**config.mk**
```make
export PLATFORM = sky130hd
export DESIGN_NAME = deferred_step_ctrl
export DESIGN_NICKNAME = d
export VERILOG_FILES = /design/src/rtl/deferred_ctrl_pkg.sv /design/src/rtl/deferred_step_acc.sv /design/src/rtl/deferred_step_ctrl.sv
export SDC_FILE = /design/constraint.sdc
export NUM_CORES = 1
export LEC_CHECK = 0
export ABC_AREA = 1
export ABC_CLOCK_PERIOD_IN_PS = 4050
export BUFFER_PORTS_ARGS = -buffer_cell sky130_fd_sc_hd__buf_2
export CORE_MARGIN = 2
export CORE_UTILIZATION = 61
export DETAILED_ROUTE_END_ITERATION = 8
export PLACE_DENSITY = 0.9
export SLEW_MARGIN = 5
export SYNTH_ARGS = -nofsm -noshare
export SYNTH_HDL_FRONTEND = slang
export SYNTH_HIERARCHICAL = 1
export SYNTH_SLANG_ARGS = --single-unit
```
**constraint.sdc**
```tcl
create_clock -name clock -period 4.05 [get_ports clock]
set_input_delay 0.81 -clock clock [delete_from_list [all_inputs] [get_ports clock]]
set_output_delay 0.81 -clock clock [all_outputs]
set_load 0.05 [all_outputs]
```
**src/rtl/deferred_ctrl_pkg.sv**
```systemverilog
// Shared types and defaults for the deferred step controller.
package deferred_ctrl_pkg;

    typedef enum logic [1:0] {
        IDLE,
        REQ,
        WAIT,
        DONE
    } fetch_state_e;

    localparam int DEFAULT_FETCH_INTERVAL = 5000;
    localparam int DEFAULT_FLUSH_INTERVAL = 1000;

    // Width of a core index; a single core still needs one bit on the port.
    function automatic int core_idx_width(input int num_cores);
        return (num_cores > 1) ? $clog2(num_cores) : 1;
    endfunction

endpackage

```
**src/rtl/deferred_step_acc.sv**
```systemverilog
// One core's step accumulator: saturating sum, force bit and pending flag.
module deferred_step_acc
    import deferred_ctrl_pkg::*;
#(
    parameter int          STEP_WIDTH      = 8,
    parameter int          ACC_WIDTH       = 16,
    parameter int unsigned FLUSH_THRESHOLD = 64
) (
    input  logic                  clock,
    input  logic                  reset,
    input  logic [STEP_WIDTH-1:0] step,
    input  logic                  clear_on_capture,
    input  logic                  kill,
    input  logic                  force_set,
    output logic [ACC_WIDTH-1:0]  acc,
    output logic                  pend,
    output logic                  sat
);

    logic [ACC_WIDTH-1:0] base;
    logic [ACC_WIDTH:0]   sum;
    logic                 force_q;

    // Next sum: a captured accumulator restarts from this cycle's step so nothing is lost.
    // NOTE: every combinational output gets a value before any branch, so no latch is inferred.
    always_comb begin
        base = clear_on_capture ? '0 : acc;
        sum  = {1'b0, base} + (ACC_WIDTH + 1)'(step);
    end

    assign sat  = ~kill & sum[ACC_WIDTH];
    assign pend = (32'(acc) >= FLUSH_THRESHOLD) | (force_q & (acc != '0));

    // Accumulator and force bit; kill (simulation finished) empties the channel.
    // NOTE: sequential state uses non-blocking assignments so all flops update together.
    always_ff @(posedge clock) begin
        if (reset) begin
            acc     <= '0;
            force_q <= 1'b0;
        end else if (kill) begin
            acc     <= '0;
            force_q <= 1'b0;
        end else begin
            acc <= sum[ACC_WIDTH] ? '1 : sum[ACC_WIDTH-1:0];
            if (clear_on_capture) begin
                force_q <= 1'b0;
            end else if (force_set && (acc != '0)) begin
                force_q <= 1'b1;
            end
        end
    end

endmodule

```
**src/rtl/deferred_step_ctrl.sv**
```systemverilog
// Batches per-core step counts into round-robin nstep transactions and
// polls the simulation result on a fixed interval.
module deferred_step_ctrl
    import deferred_ctrl_pkg::*;
#(
    parameter int          NUM_CORES       = 2,
    parameter int          STEP_WIDTH      = 8,
    parameter int          ACC_WIDTH       = 16,
    parameter int          FETCH_INTERVAL  = DEFAULT_FETCH_INTERVAL,
    parameter int unsigned FLUSH_THRESHOLD = 64,
    parameter int          FLUSH_INTERVAL  = DEFAULT_FLUSH_INTERVAL,
    parameter int          FETCH_SYNC      = 1
) (
    input  logic                                     clock,
    input  logic                                     reset,
    input  logic [NUM_CORES*STEP_WIDTH-1:0]          step,
    output logic                                     nstep_valid,
    input  logic                                     nstep_ready,
    output logic [core_idx_width(NUM_CORES)-1:0]     nstep_core,
    output logic [ACC_WIDTH-1:0]                     nstep_count,
    output logic                                     fetch_valid,
    input  logic                                     fetch_ready,
    input  logic                                     resp_valid,
    input  logic                                     resp_result,
    output logic                                     simv_result,
    output logic                                     overflow_err
);

    localparam int IDX_W   = core_idx_width(NUM_CORES);
    localparam int FETCH_W = $clog2(FETCH_INTERVAL);
    localparam int FLUSH_W = (FLUSH_INTERVAL > 1) ? $clog2(FLUSH_INTERVAL) : 1;

    logic [ACC_WIDTH-1:0] acc [NUM_CORES];
    logic [NUM_CORES-1:0] pend;
    logic [NUM_CORES-1:0] sat;
    logic [NUM_CORES-1:0] clear_vec;
    logic                 force_set;

    logic [IDX_W-1:0]     rr_ptr;
    logic [IDX_W-1:0]     winner;
    logic [IDX_W-1:0]     probe;
    int                   probe_sum;
    logic                 found;
    logic                 capture_en;
    logic                 acc_zero;
    logic                 sync_ok;

    fetch_state_e         state;
    fetch_state_e         state_next;
    logic [FETCH_W-1:0]   fetch_cnt;
    logic [FLUSH_W-1:0]   flush_cnt;
    logic                 fetch_at_limit;
    logic                 flush_wrap;

    for (genvar g = 0; g < NUM_CORES; g++) begin : g_core
        deferred_step_acc #(
            .STEP_WIDTH      (STEP_WIDTH),
            .ACC_WIDTH       (ACC_WIDTH),
            .FLUSH_THRESHOLD (FLUSH_THRESHOLD)
        ) u_acc (
            .clock            (clock),
            .reset            (reset),
            .step             (step[g*STEP_WIDTH +: STEP_WIDTH]),
            .clear_on_capture (clear_vec[g]),
            .kill             (simv_result),
            .force_set        (force_set),
            .acc              (acc[g]),
            .pend             (pend[g]),
            .sat              (sat[g])
        );
    end

    // Round-robin search starting just after the last winner.
    always_comb begin
        found     = 1'b0;
        winner    = rr_ptr;
        probe     = '0;
        probe_sum = 0;
        for (int k = 1; k <= NUM_CORES; k++) begin
            probe_sum = int'(rr_ptr) + k;
            if (probe_sum >= NUM_CORES) begin
                probe_sum = probe_sum - NUM_CORES;
            end
            probe = IDX_W'(probe_sum);
            if (!found && pend[probe]) begin
                found  = 1'b1;
                winner = probe;
            end
        end
    end

    assign capture_en = (~nstep_valid | nstep_ready) & found & ~simv_result;

    // One-hot restart for the winning accumulator and the fetch sync condition.
    always_comb begin
        clear_vec = '0;
        if (capture_en) begin
            clear_vec[winner] = 1'b1;
        end
        acc_zero = 1'b1;
        for (int i = 0; i < NUM_CORES; i++) begin
            if (acc[i] != '0) begin
                acc_zero = 1'b0;
            end
        end
    end

    assign sync_ok        = (FETCH_SYNC == 0) | (acc_zero & ~nstep_valid);
    assign fetch_at_limit = (fetch_cnt == FETCH_W'(FETCH_INTERVAL - 1));
    assign flush_wrap     = (flush_cnt == FLUSH_W'(FLUSH_INTERVAL - 1));
    // A fetch held back by sync drains every nonzero accumulator.
    assign force_set      = flush_wrap | ((state == IDLE) & fetch_at_limit & ~sync_ok);

    // Free-running flush timer that forces out stale small counts.
    always_ff @(posedge clock) begin
        if (reset || flush_wrap) begin
            flush_cnt <= '0;
        end else begin
            flush_cnt <= flush_cnt + FLUSH_W'(1);
        end
    end

    // Output register: load on capture, otherwise hold until accepted.
    always_ff @(posedge clock) begin
        if (reset) begin
            nstep_valid <= 1'b0;
            nstep_core  <= '0;
            nstep_count <= '0;
            rr_ptr      <= '0;
        end else if (capture_en) begin
            nstep_valid <= 1'b1;
            nstep_core  <= winner;
            nstep_count <= acc[winner];
            rr_ptr      <= winner;
        end else if (nstep_ready) begin
            nstep_valid <= 1'b0;
        end
    end

    // Sticky saturation flag.
    always_ff @(posedge clock) begin
        if (reset) begin
            overflow_err <= 1'b0;
        end else if (|sat) begin
            overflow_err <= 1'b1;
        end
    end

    // Fetch state register.
    always_ff @(posedge clock) begin
        if (reset) begin
            state <= IDLE;
        end else begin
            state <= state_next;
        end
    end

    // Fetch timer and sticky result; the timer only runs in IDLE.
    always_ff @(posedge clock) begin
        if (reset) begin
            fetch_cnt   <= '0;
            simv_result <= 1'b0;
        end else begin
            if (state == IDLE && !fetch_at_limit) begin
                fetch_cnt <= fetch_cnt + FETCH_W'(1);
            end
            if (state == WAIT && resp_valid) begin
                fetch_cnt <= '0;
                if (resp_result) begin
                    simv_result <= 1'b1;
                end
            end
        end
    end

    // Fetch next-state and request output.
    always_comb begin
        state_next  = state;
        fetch_valid = 1'b0;
        case (state)
            IDLE: begin
                if (fetch_at_limit && sync_ok) begin
                    state_next = REQ;
                end
            end
            REQ: begin
                fetch_valid = 1'b1;
                if (fetch_ready) begin
                    state_next = WAIT;
                end
            end
            WAIT: begin
                if (resp_valid) begin
                    state_next = resp_result ? DONE : IDLE;
                end
            end
            DONE: state_next = DONE;
            default: state_next = IDLE;
        endcase
    end

endmodule

```
# == Yosys cells after proc, flatten, opt, wreduce, memory -nomap -nowiden ==
# Index checks and enable logic that the tools add are counted.
# word_totals
n_memories,0
rom_bits,0
latch_bits,0
inputBits,22
regBits,79
wordCells,105
ram_bits,0
# classes
n_mul,0
muxes,30
div_mod_pow,0
reduce_logical,21
eq_ne,8
bitwise,17
n_addsub,8
n_shift,0
n_lt_le_gt_ge,9
# op_table
cell,n
2-to-1 mux 16 bit,7
adder 16 x 8 -> 17 bit,2
">= comparator 16 x 7 -> 1 bit, second input constant",2
nonzero test 16 bit,2
2-to-1 mux 1 bit,16
"adder 13 x 1 -> 13 bit, second input constant",1
"equality test 13 bit, second input constant",1
"adder 10 x 1 -> 10 bit, second input constant",1
"equality test 10 bit, second input constant",1
2-to-1 mux 2 bit,5
bitwise AND 1 bit,9
case mux 2 bit (4 select lines),1
logical AND 1 bit,7
"< comparator 1 x 2 -> 1 bit, second input constant",3
OR reduction 2 bit,3
OR reduction 3 bit,2
"equality test 2 bit, second input constant",2
">= comparator 2 bit, second input constant",2
"inequality test 2 bit, second input constant",2
bitwise OR 1 bit,4
"adder 1 x 2 -> 3 bit, second input constant",1
">= comparator 3 x 2 -> 1 bit, second input constant",1
NOT 1 bit,3
AND reduction 3 bit,1
other kinds (12),14

# == Depth between registers and ports, before layout ==
# logic_depth
ltp_word,18
mapped_depth,22

# == Hierarchy ==
# Netlist, hierarchy kept.
# by_module_without_submodules
module,cells_each,area_per_inst_um2,instances,seq_area_each_um2
deferred_step_ctrl,331,2349.8,1,900.9
deferred_step_acc at g_core[1].u_acc,223,1407.6,1,340.3
deferred_step_acc at g_core[0].u_acc,227,1391.3,1,340.3

# == Worst setup path after synthesis ==
# Ideal clock, no wire load.
# synth_timing
path_kind,reg2reg
startpoint,register g_core[1].u_acc.acc[13]
endpoint,register overflow_err
arrival_time_ns,3.247
required_ns,3.922
path_stages_with_launch,23
setup_slack_ns,0.676
setup_ns,0.128
synth_period_minus_slack_ns,3.374
path_cell_list,dfxtp_1 > inv_1 > nand3_1 > nor3_1 > o21ai_0 > nand2_1 > nand2_2 > nor2_4 > buf_4 > buf_2 > nor2_1 > ha_1 > fa_1 > nand2_1 > nand2_1 > and2_1 > nand2_1 > nand2_2 > nand3_4 > buf_6 > nor2_1 > nor3_1 > nor2_1
# synth_via
elab_chain_cells,18
elab_cells_between_ends,29
cone_classes,add/sub (2); order compare (3); mux (13); bitwise (6); reduce/logical (5)
# synth_lines
element,line,rtl
"start, declared",deferred_step_acc.sv:15,"output logic [ACC_WIDTH-1:0] acc,"
"start signal, assigned",deferred_step_acc.sv:44,acc <= sum[ACC_WIDTH] ? '1 : sum[ACC_WIDTH-1:0];
branches (longest 2 deep; another with >= comparator 16 x 7 -> 1 bit),n/a,
bitwise OR 1 bit *,deferred_step_acc.sv:32,assign pend = (32'(acc) >= FLUSH_THRESHOLD) | (force_q & (acc != '0));
via pend[1],deferred_step_ctrl.sv:34,logic [NUM_CORES-1:0] pend;
2-to-1 mux 1 bit (implied by the code) (2 in series),deferred_step_ctrl.sv:85,if (!found && pend[probe]) begin
2-to-1 mux 1 bit,deferred_step_ctrl.sv:85,
logical NOT 1 bit,deferred_step_ctrl.sv:85,
logical AND 1 bit,deferred_step_ctrl.sv:85,
2-to-1 mux 1 bit,deferred_step_ctrl.sv:85,
[3 not listed],n/a,
demux 1 bit (select 1 bit),deferred_step_ctrl.sv:98,clear_vec[winner] = 1'b1;
2-to-1 mux 2 bit *,deferred_step_ctrl.sv:97,if (capture_en) begin
via clear_vec[0],deferred_step_ctrl.sv:36,logic [NUM_CORES-1:0] clear_vec;
2-to-1 mux 16 bit *,deferred_step_acc.sv:27,base = clear_on_capture ? '0 : acc;
adder 16 x 8 -> 17 bit *,deferred_step_acc.sv:28,"sum = {1'b0, base} + (ACC_WIDTH + 1)'(step);"
bitwise AND 1 bit *,deferred_step_acc.sv:31,assign sat = ~kill & sum[ACC_WIDTH];
via sat[0],deferred_step_ctrl.sv:35,logic [NUM_CORES-1:0] sat;
OR reduction 2 bit *,deferred_step_ctrl.sv:144,end else if (|sat) begin
"end signal, assigned",deferred_step_ctrl.sv:143,overflow_err <= 1'b0;
"end signal, assigned",deferred_step_ctrl.sv:145,overflow_err <= 1'b1;
"end, declared",deferred_step_ctrl.sv:26,output logic overflow_err
# Mark *: on every way through the listed nets, which the timed path passes. The select of a mux whose other input is x is not followed.
# A chain may end at the register's enable or synchronous reset.

# == Worst setup path in the final report ==
# layout_timing
startpoint,register g_core[0].u_acc.acc[8]
endpoint,register overflow_err
# layout_via
elab_chain_cells,18
elab_cells_between_ends,29
cone_classes,add/sub (2); order compare (3); mux (13); bitwise (6); reduce/logical (5)
# layout_lines
element,line
"start, declared",deferred_step_acc.sv:15
"start signal, assigned",deferred_step_acc.sv:44
branches (longest 2 deep; another with >= comparator 16 x 7 -> 1 bit),n/a
bitwise OR 1 bit *,deferred_step_acc.sv:32
via pend[0],deferred_step_ctrl.sv:34
2-to-1 mux 1 bit (implied by the code) (2 in series),deferred_step_ctrl.sv:85
2-to-1 mux 1 bit,deferred_step_ctrl.sv:85
logical NOT 1 bit,deferred_step_ctrl.sv:85
logical AND 1 bit,deferred_step_ctrl.sv:85
2-to-1 mux 1 bit,deferred_step_ctrl.sv:85
[2 not listed],n/a
2-to-1 mux 1 bit (implied by the code),deferred_step_ctrl.sv:98
demux 1 bit (select 1 bit),deferred_step_ctrl.sv:98
2-to-1 mux 2 bit *,deferred_step_ctrl.sv:97
2-to-1 mux 16 bit *,deferred_step_acc.sv:27
adder 16 x 8 -> 17 bit *,deferred_step_acc.sv:28
bitwise AND 1 bit *,deferred_step_acc.sv:31
via sat[1],deferred_step_ctrl.sv:35
OR reduction 2 bit *,deferred_step_ctrl.sv:144
# Marked as above.

==> metrics.cfg <==
[synth]
synth-simple-area-share_pct = 38.4
synth-xor-area-share_pct = 3.57
synth_seq_area_share_pct = 30.7
ys.warnings.count = 6
synth-compound-area-share_pct = 10.9
synth_area_um2 = 5150
synth.avg_cell_area_um2 = 6.59
synthFlopType = dfxtp_1
async_flop_share_pct = 0
synth_cell_types = 45
synth_mux_area_share_pct = 0
yosysTopAreaCell = dfxtp_1
synth-edff-count = 0
syn_inst = 781
synth_top_family_by_area = simple AND/OR/NAND/NOR gates
synth.area.top_cells = dfxtp_1 31%, nand2_1 16%, inv_1 7.8%
synth_top_area_share_pct = 30.7
synth_fp_nets = 823
synthAdderAreaFrac_pct = 5.15
ys_ff_latch = 79

[placed_design]
gp_congestion = 0.947
portBuffers = 42
dp_hpwl_um = 9960

[timing]
tightestPinTransition_ns = 0.621
slew_headroom_pct = 58.5
worst_hold_slack_ns = 0.461
skew_ns = 0.0127
hold_viol = 0
fin_crit_ns = 3.51
fmaxAchievable_ghz = 0.285
finalMaxSlewViolations = 0
setup_tns_ns = 0
finalSetupViolations = 0
period_share_pct = 86.8
rsz0062_at_grt = false

[floorplan]
die_w_um = 95.9
die_y_um = 95.9
num_rows = 33
core_region_area_um2 = 8220
die_area_um2 = 9190
io_pins = 43
start_util_pct = 62.7

[setup_path]
worstRegToRegCells = 17
critPathCapture = overflow_err
cpPeakStageDelay_ns = 0.42
cp-start-kind = flop
endpoint_kind = flop
path_cells = inv_1, nand3_1, nor3_1, o21ai_0, or2_4, a21oi_4, nor2_1, ha_1, fa_1, nand2_1, a21oi_1, nand2_1, nand2_1, nand3_4, nor2_1, nor3_1, nor2_1
worstSetupPathType = flop to flop
startpoint = g_core[0].u_acc/acc[8]
cp.required_ns = 4.29
worst-endpoint-arrival_ns = 3.75
cp.depth = 17
crit_family = simple AND/OR/NAND/NOR gates
reg2reg_setup_slack_ns = 0.54
reg2reg_to = overflow_err
cp_max_fo = 17
crit_slowest_cell = fa_1
worst-path-buf-inv = 1
reg2reg_from = g_core[0].u_acc/acc[8]

[cts]
post_cts_resized = 0
clk_pin_slew_ns = 0.09
cts_made_buffers = 9
cts_htree_levels = 3
clock_latency_ns = 0.36
tritoncts = yes
post_cts_buffers = 0
cts.sinks = 79
ctsHoldBuffers = 0
clockBufferDepth = 2
cts-root-buf = clkbuf_8

[global_route]
grt_pass1_vias = 4850
overflow = 0
grt_usage_pct = 29.8
antenna_found_initial = 0
grt_pass1_wl_um = 21400
grt_max_degree = 26

[status]
outcome = finished clean

[routing]
post_drt_via_cell_ratio = 5.60
num_vias = 5227
drtIter0Drc = 442
wl_per_cell_um = 14.1
drt_first_pass_iters = 5
drc_errors = 0
ant_nets = 0
routed_wl_um = 13100

[finish]
drive_gt1_share_pct = 14.6
final_core_util_pct = 68.8
diodes = 0
fin_nets = 865
num-fill-cells = 680
syn_to_final_growth_pct = 9.87

[hold_path]
hold_path_class = flop to flop

[flow_run]
cap_violations = 0

[power_and_ir_drop]
p_per_area_nw_per_um2 = 642
vdd_drop_max_mv = 0.723
power.leakage_nw = 2.60

==> cell type report <==
type / instances / area, um^2 / share of cell area (%)
Tap cell: 105 / 131 / 2.32
Clock inverter: 5 / 129 / 2.28
Sequential cell: 79 / 1580 / 28.0
Timing Repair Buffer: 46 / 240 / 4.25
Clock buffer: 11 / 131 / 2.32
Inverter: 119 / 453 / 8.01
Multi-Input combinational cell: 568 / 2990 / 52.9
==> metrics by stage <==
| stage | area [um^2] | setup WS, ns | power [mW] | std cells |
|---|---|---|---|---|
| 2_1_floorplan | 5150 | 0.676 | 2.46 | 781 |
| 3_3_place_gp | 5400 | 0.768 | 2.76 | 917 |
| 3_5_place_dp | 5400 | 0.617 | 2.83 | 917 |
| 4_1_cts | 5660 | 0.629 | 3.61 | 933 |
| 5_1_grt | 5660 | 0.301 | 3.84 | 933 |
| 6_report | 5660 | 0.535 | 3.63 | 933 |
==> power by group <==
group / switching [mW] / internal [mW] / leakage, nW
Combinational: 1.26 / 0.589 / 1.83
Sequential: 0.113 / 0.908 / 0.644
Clock: 0.289 / 0.475 / 0.128
Total: 1.66 / 1.97 / 2.60
==> worst min path at each step <==
stage / start / end / slack [ns] / cells past startpoint
after CTS: g_core[0].u_acc/force_q / g_core[0].u_acc/force_q / 0.46 / 2
after global placement: g_core[0].u_acc/force_q / g_core[0].u_acc/force_q / 0.44 / 2
after detailed placement: g_core[0].u_acc/force_q / g_core[0].u_acc/force_q / 0.45 / 2
after floorplan: g_core[1].u_acc/force_q / g_core[1].u_acc/force_q / 0.43 / 2
final: g_core[0].u_acc/force_q / g_core[0].u_acc/force_q / 0.46 / 2
after global routing: g_core[0].u_acc/force_q / g_core[0].u_acc/force_q / 0.48 / 2
==> cell usage after synthesis (2+ instances only) <==
| cell | count |
|---|---|
| nand2_1 | 222 |
| nor3_2 | 2 |
| nor3_4 | 2 |
| nand2_2 | 11 |
| inv_1 | 107 |
| nand2_4 | 2 |
| nand3_1 | 46 |
| nand3b_1 | 6 |
| nand4_1 | 14 |
| a31oi_1 | 17 |
| nand3_4 | 2 |
| a211oi_1 | 3 |
| buf_2 | 2 |
| nor2_4 | 4 |
| fa_1 | 2 |
| buf_6 | 6 |
| o21ai_0 | 4 |
| clkinv_1 | 2 |
| dfxtp_1 | 79 |
| nor3b_1 | 4 |
| nor2_1 | 107 |
| ha_1 | 18 |
| xor2_1 | 7 |
| or2_1 | 2 |
| inv_2 | 8 |
| nor3_1 | 13 |
| xnor2_1 | 14 |
| a21oi_2 | 22 |
| o21bai_1 | 3 |
| a21oi_1 | 31 |
| clkbuf_1 | 5 |
==> routing by layer <==
| metal | GRT usage (%) | wire (um) | vias up |
|---|---|---|---|
| met5 | 0 | 0 | - |
| met4 | 13.3 | 404 | 0 |
| met3 | 4.78 | 1050 | 45 |
| met2 | 51.6 | 6220 | 259 |
| met1 | 36.3 | 5450 | 2370 |
| li1 | - | - | 2553 |
==> cell usage in the layout, fill, tap and decap left out, types with 3 or more instances in the layout <==
cell	Yosys	layout
a211oi_1	3	3
a21oi_1	31	31
a21oi_2	22	22
a31oi_1	17	17
buf_2	2	42
buf_4	1	4
bufinv_16	0	4
clkbuf_8	0	9
dfxtp_1	79	79
ha_1	18	18
inv_1	107	107
inv_2	8	8
nand2_1	222	222
nand2_2	11	11
nand3_1	46	46
nand3b_1	6	6
nand4_1	14	14
nor2_1	107	107
nor2_4	4	4
nor3_1	13	13
nor3b_1	4	4
o21ai_0	4	4
o21bai_1	3	3
xnor2_1	14	14
xor2_1	7	7
==> logic make-up (layout without fill, tap and decap cells) <==
group	count (synthesis)	count (layout)
and+or+nand+nor	444	444
buffers and inverters	134	181
AOI/OAI and AO/OA	83	83
DFF	79	79
xor gates and xnor gates	21	21
adders and majority gates	20	20
==> flip-flops by register name, summed over array words and instances, names as in the netlist <==
name                  cells
rr_ptr                    1
nstep_count              16
nstep_valid               1
g_core.u_acc/force_q      2
fetch_cnt                13
simv_result               1
state                     2
g_core.u_acc/acc         32
overflow_err              1
flush_cnt                10
==> worst min-delay path, cell delays in order (launching register included) <==
cell and delay, ns:
dfxtp_1 0.30, inv_1 0.06, a21oi_1 0.06
(Power assumes the default switching activity.)
